--- config.mk ---
export PLATFORM = sky130hd
export DESIGN_NAME = jt12_fm_acc
export DESIGN_NICKNAME = d
export VERILOG_FILES = /design/src/rtl/jt12_fm_acc.sv
export SDC_FILE = /design/constraint.sdc
export NUM_CORES = 1
export LEC_CHECK = 0
export ABC_AREA = 1
export BUFFER_PORTS_ARGS = -buffer_cell sky130_fd_sc_hd__buf_2
export CORE_MARGIN = 2
export CORE_UTILIZATION = 53
export DETAILED_ROUTE_END_ITERATION = 8
export PLACE_DENSITY = 0.78
export SYNTH_ARGS = -nofsm -noshare
export SYNTH_HDL_FRONTEND = slang
export SYNTH_SLANG_ARGS = --single-unit
--- constraint.sdc ---
create_clock -name clk -period 3.2 [get_ports clk]
set_input_delay 0 -clock clk [delete_from_list [all_inputs] [get_ports clk]]
set_output_delay 0 -clock clk [all_outputs]
set_load 0.01 [all_outputs]
--- src/rtl/jt12_fm_acc.sv ---
// jt12_fm_acc: FM frame accumulator.
// Walks the 24 operator slots of an FM frame, sums the carrier outputs of
// the enabled channels (channel 5 may be replaced by the PCM DAC) and emits
// one saturated signed sample per frame when the next frame-start slot
// arrives. The accumulator must be wider than the output (ACCW > OUTW).
module jt12_fm_acc #(
  parameter int OPW  = 14,
  parameter int OUTW = 16,
  parameter int ACCW = 20
) (
  input  logic                   clk,
  input  logic                   rst,
  input  logic                   cen,
  input  logic                   zero,
  input  logic signed [OPW-1:0]  op_out,
  input  logic                   is_carrier,
  input  logic [5:0]             ch_en,
  input  logic                   pcm_en,
  input  logic signed [8:0]      pcm,
  output logic signed [OUTW-1:0] fm_snd,
  output logic                   snd_stb,
  output logic                   sat_flag
);

  localparam logic [4:0] LAST_SLOT  = 5'd23;
  localparam logic [4:0] OP4_FIRST  = 5'd18;
  localparam logic [2:0] LAST_CH    = 3'd5;

  localparam logic signed [ACCW-1:0] ACC_MAX = {1'b0, {(ACCW-1){1'b1}}};
  localparam logic signed [ACCW-1:0] ACC_MIN = {1'b1, {(ACCW-1){1'b0}}};
  localparam logic signed [OUTW-1:0] OUT_MAX = {1'b0, {(OUTW-1){1'b1}}};
  localparam logic signed [OUTW-1:0] OUT_MIN = {1'b1, {(OUTW-1){1'b0}}};

  logic [4:0]             slot;
  logic [2:0]             ch;
  logic signed [ACCW-1:0] acc;

  logic [4:0]             cur_slot;
  logic [2:0]             cur_ch;
  logic signed [ACCW-1:0] op_ext;
  logic signed [ACCW-1:0] pcm_ext;
  logic signed [ACCW-1:0] contrib;
  logic signed [ACCW:0]   sum_wide;
  logic signed [ACCW-1:0] acc_next;
  logic                   out_hi;
  logic                   out_lo;
  logic signed [OUTW-1:0] out_sat;

  // The zero slot is slot 0 / channel 0 regardless of where the counters sit.
  always_comb begin
    cur_slot = zero ? 5'd0 : slot;
    cur_ch   = zero ? 3'd0 : ch;
  end

  // Sign-extend the operator and the PCM sample (PCM scaled up by 32).
  always_comb begin
    op_ext  = {{(ACCW-OPW){op_out[OPW-1]}}, op_out};
    pcm_ext = {{(ACCW-14){pcm[8]}}, pcm, 5'b0};
  end

  // Contribution of the current slot. With PCM on, channel 5 FM is muted and
  // the DAC value is injected once, on channel 5's op4 slot.
  always_comb begin
    contrib = '0;
    if (cur_ch == LAST_CH && pcm_en) begin
      if (cur_slot >= OP4_FIRST)
        contrib = pcm_ext;
    end else if (is_carrier && ch_en[cur_ch]) begin
      contrib = op_ext;
    end
  end

  // Accumulate with one guard bit and clamp to the accumulator range.
  always_comb begin
    sum_wide = {acc[ACCW-1], acc} + {contrib[ACCW-1], contrib};
    if (sum_wide[ACCW] != sum_wide[ACCW-1])
      acc_next = sum_wide[ACCW] ? ACC_MIN : ACC_MAX;
    else
      acc_next = sum_wide[ACCW-1:0];
  end

  // Clamp the frame total to the output width.
  always_comb begin
    out_hi  = !acc[ACCW-1] && (|acc[ACCW-2:OUTW-1]);
    out_lo  =  acc[ACCW-1] && !(&acc[ACCW-2:OUTW-1]);
    if (out_hi)
      out_sat = OUT_MAX;
    else if (out_lo)
      out_sat = OUT_MIN;
    else
      out_sat = acc[OUTW-1:0];
  end

  // Slot/channel counters: resync on zero, otherwise free-run and wrap.
  always_ff @(posedge clk) begin
    if (rst) begin
      slot <= '0;
      ch   <= '0;
    end else if (cen) begin
      if (zero) begin
        slot <= 5'd1;
        ch   <= 3'd1;
      end else begin
        slot <= (slot == LAST_SLOT) ? 5'd0 : slot + 5'd1;
        ch   <= (ch == LAST_CH) ? 3'd0 : ch + 3'd1;
      end
    end
  end

  // Accumulator: the zero slot restarts the sum with its own contribution.
  always_ff @(posedge clk) begin
    if (rst)
      acc <= '0;
    else if (cen)
      acc <= zero ? contrib : acc_next;
  end

  // Frame close: publish the previous total, pulse the strobe, latch clamping.
  always_ff @(posedge clk) begin
    if (rst) begin
      fm_snd   <= '0;
      snd_stb  <= 1'b0;
      sat_flag <= 1'b0;
    end else begin
      snd_stb <= 1'b0;
      if (cen && zero) begin
        fm_snd  <= out_sat;
        snd_stb <= 1'b1;
        if (out_hi || out_lo)
          sat_flag <= 1'b1;
      end
    end
  end

endmodule
==> results.sh <==
export IMPL_run_status="finished with violations"
export IMPL_violations="negative setup slack"
export IMPL_clock_insertion_delay_worst_skew_ns=0.31
export IMPL_cts_sinks=46
export IMPL_p_per_area_nw_per_um2=313.4
export IMPL_async_flop_share_pct=0
export IMPL_antenna_left=0
export IMPL_syn_cell_area_sq_um=3694
export IMPL_p_int_mw=0.9541
export IMPL_drc=0
export IMPL_crit_required_ns=3.38
export IMPL_worstReg2RegEnd="acc[9]"
export IMPL_row_count=30
export IMPL_maxCapViolCount=0
export IMPL_fin_ws_ns=-0.09296
export IMPL_routed_wl_um=11220
export IMPL_clkPwrFrac_pct=24.5
export IMPL_ys_seq_elements=46
export IMPL_layout_drive_gt1_share_pct=29.24
export IMPL_wl_per_cell_um=15.02
export IMPL_slew_viol_final=0
export IMPL_timing_rr_start="ch[0]"
export IMPL_syn_inst=591
export IMPL_rsz0062_at_grt="yes"
export IMPL_cts_hold_buf=0
export IMPL_crit_family="simple AND/OR/NAND/NOR gates"
export IMPL_setup_violations=19
export IMPL_seq_area_sq_um=923.4
export IMPL_critPathArrivalTime_ns=3.47
export IMPL_io_pins=53
export IMPL_avgSynthCellArea_sq_um=6.250
export IMPL_synth_yosys_warnings=0
export IMPL_hpwl_um=7866
export IMPL_grt_use_total_pct=27.17
export IMPL_dieArea_sq_um=7653
export IMPL_ir_worst_vdd_uv=165.0
export IMPL_tightestPinTransition_ns=1.013
export IMPL_skew_ns=0.004834
export IMPL_crit_path_cell_trace="nand2_4 -> inv_2 -> nand2_1 -> nand3_2 -> nand2_2 -> nand2_2 -> nand2_2 -> nor2_4 -> nand2_2 -> nor2_2 -> ha_2 -> inv_2 -> fa_2 -> inv_2 -> nand3_2 -> nand2_4 -> nand3b_1 -> nand4_1 -> nand2_2 -> a21oi_4 -> clkbuf_16 -> nand2_2 -> nand2_2 -> a21oi_2"
export IMPL_final_core_util_pct=69.67
export IMPL_startpoint="ch[0]"
export IMPL_initial_core_util_pct=54.67
export IMPL_cp_depth=24
export IMPL_chipHeight_um=87.48
export IMPL_synth_edf_count=0
export IMPL_path_buf_inv=4
export IMPL_path_max_fanout=6
export IMPL_worstSetupEndpointType="register"
export IMPL_dr_total_vias=4209
export IMPL_area_delta_synth_final_pct=27.44
export IMPL_grt_pass1_vias=3686
export IMPL_multiInputGateArea_sq_um=2834
export IMPL_cp_common_cell="nand2_2"
export IMPL_maxSlewHeadroom_pct=32.37
export IMPL_final_common_cell="nand2_1"
export IMPL_cp_slowest_stage_delay_ns=0.37
export IMPL_finalHoldViolations=0
export IMPL_min_period_over_period_pct=102.9
export IMPL_grt_overflow=0
export IMPL_yosys_most_used_dff="dfxtp_1"
export IMPL_fp_dieW_um=87.48
export IMPL_holdWs_ns=0.07912
export IMPL_period_minus_slack_ns=3.293
export IMPL_core_area_sq_um=6756
export IMPL_cts_root_buf="clkbuf_8"
export IMPL_switching_share_pct=35.31
export IMPL_numCtsBuffers=5
export IMPL_crit_path_top_delay_cell="dfxtp_2"
export IMPL_io_buffer_count=52
export IMPL_layout_nets=724
export IMPL_vias_per_cell=5.635
export IMPL_cts_tree="done"
export IMPL_power_leakage_nw=2.343
export IMPL_synth_cell_types=40
export IMPL_drt_pass1_iter_count=5
export IMPL_htreeDepth=2
export IMPL_synth_fp_nets=649
export IMPL_drt_iter0_markers=343
export IMPL_hp_class="input port to register"
export IMPL_n_antenna_cell=0
export IMPL_cts_buffer_depth=2
export IMPL_antenna_found_initial=0
export IMPL_yosysSeqAreaShare_pct=24.93
export IMPL_fillers=544
export IMPL_cp_endpoint="acc[9]"
export IMPL_final_cell_mix="nand2_1 (191), buf_2 (52), inv_1 (47)"
export IMPL_fmax_mhz=303.7
export IMPL_start_kind="register"
export IMPL_reg2reg_slack_ns=-0.09
export IMPL_grt_max_degree=33
export IMPL_p_switching_mw=0.5208
export IMPL_path_clk_slew_ns=0.09
export IMPL_gp_congestion=0.9805
export IMPL_combPwrFrac_pct=32.2
export IMPL_grt_first_pass_wirelength_um=16630
export IMPL_seq_power_share_pct=43.3
export IMPL_reg2regPathDepth=24
export IMPL_setup_worst_path_class="register to register"
==> cells in the mapped netlist, types with 7 or more instances <==
cell | count | area (sq um)
a21oi_1 | 36 | 180.2
nor3_1 | 8 | 40.04
nand2_2 | 7 | 43.79
nand3_1 | 39 | 195.2
a22oi_1 | 7 | 52.55
o21ai_0 | 22 | 110.1
ha_1 | 22 | 275.3
inv_1 | 51 | 191.4
nor2_1 | 44 | 165.2
clkbuf_1 | 10 | 37.54
nand2_1 | 216 | 810.8
nand4_1 | 8 | 50.05
a21oi_2 | 8 | 70.07
xor2_1 | 13 | 113.9
dfxtp_1 | 46 | 920.9
==> worst min path at each step <==
| stage | cells after the start | to | slack [ns] | startpoint |
|---|---|---|---|---|
| finish | 5 | acc[3] | 0.08 | op_out[3] |
| global route | 5 | acc[3] | 0.09 | op_out[3] |
| CTS | 5 | acc[2] | 0.07 | op_out[2] |
| detailed placement | 5 | acc[2] | 0.39 | op_out[2] |
| global placement | 5 | acc[4] | 0.39 | op_out[4] |
| floorplan | 2 | snd_stb | 0.17 | cen |
==> power by group through the flow <==
stage	Clock (mW)	Combinational (mW)	Sequential (mW)
after floorplan	0	0.262	0.645
after global placement	0	0.366	0.645
after detailed placement	0	0.374	0.646
after CTS	0.361	0.381	0.632
after global routing	0.385	0.520	0.642
final	0.361	0.475	0.639
==> timing repair <==
item                                    CTS  global route
endpoints found under the setup margin   19            20
pin swaps                                 0            24
gates resized for setup                   8            79
buffers inserted                          0            11
gates cloned                              0             3
==> layout make-up <==
class | instances | share of cell area (%)
Sequential cell | 46 | 19.62
Multi-Input combinational cell | 470 | 60.21
Clock buffer | 5 | 1.462
Clock inverter | 3 | 0.4519
Tap cell | 80 | 2.127
Inverter | 60 | 4.785
Timing Repair Buffer | 83 | 11.35
==> worst reg2reg max path: stages, from the launching register on <==
cell and delay [ns]:
dfxtp_2 0.37, nand2_4 0.07, inv_2 0.07, nand2_1 0.06, nand3_2 0.07, nand2_2 0.06, nand2_2 0.08, nand2_2 0.07
nor2_4 0.23, nand2_2 0.10, nor2_2 0.14, ha_2 0.21, inv_2 0.04, fa_2 0.37, inv_2 0.08, nand3_2 0.08
nand2_4 0.10, nand3b_1 0.13, nand4_1 0.12, nand2_2 0.09, a21oi_4 0.25, clkbuf_16 0.20, nand2_2 0.06, nand2_2 0.07
a21oi_2 0.05
==> routing by layer <==
metal	global-route usage, %	share of wire, %
met2	44.21	47
met5	0	0
met4	11.33	2.6
met3	2.464	8.0
met1	36.73	42
==> state kept, by name (all words and copies together), names as in the netlist <==
name      flops
acc          20
snd_stb       1
slot          5
ch            3
fm_snd       16
sat_flag      1
==> logic make-up (layout without fill, tap and decap cells) <==
| group | Yosys count | count (layout) | synth area share [%] |
|---|---|---|---|
| and+or+nand+nor | 343 | 344 | 40.85 |
| DFF | 46 | 46 | 24.93 |
| AOI/OAI and AO/OA | 87 | 87 | 13.82 |
| buffers and inverters | 76 | 151 | 8.604 |
| adders and majority gates | 23 | 23 | 7.994 |
| xor gates and xnor gates | 16 | 16 | 3.794 |
==> per-stage QoR <==
stage	instances	cell area (sq um)	total power, mW	setup WS (ns)	TNS (ns)
after detailed placement	725	4109	1.020	-0.1040	-1.387
final	747	4707	1.475	-0.09296	-1.097
after global routing	747	4707	1.547	-0.3000	-5.315
after global placement	725	4109	1.010	0.03333	0
after CTS	733	4232	1.375	0.001141	0
after floorplan	591	3694	0.9073	0.1127	0
Power figures use the tool's default switching activity.
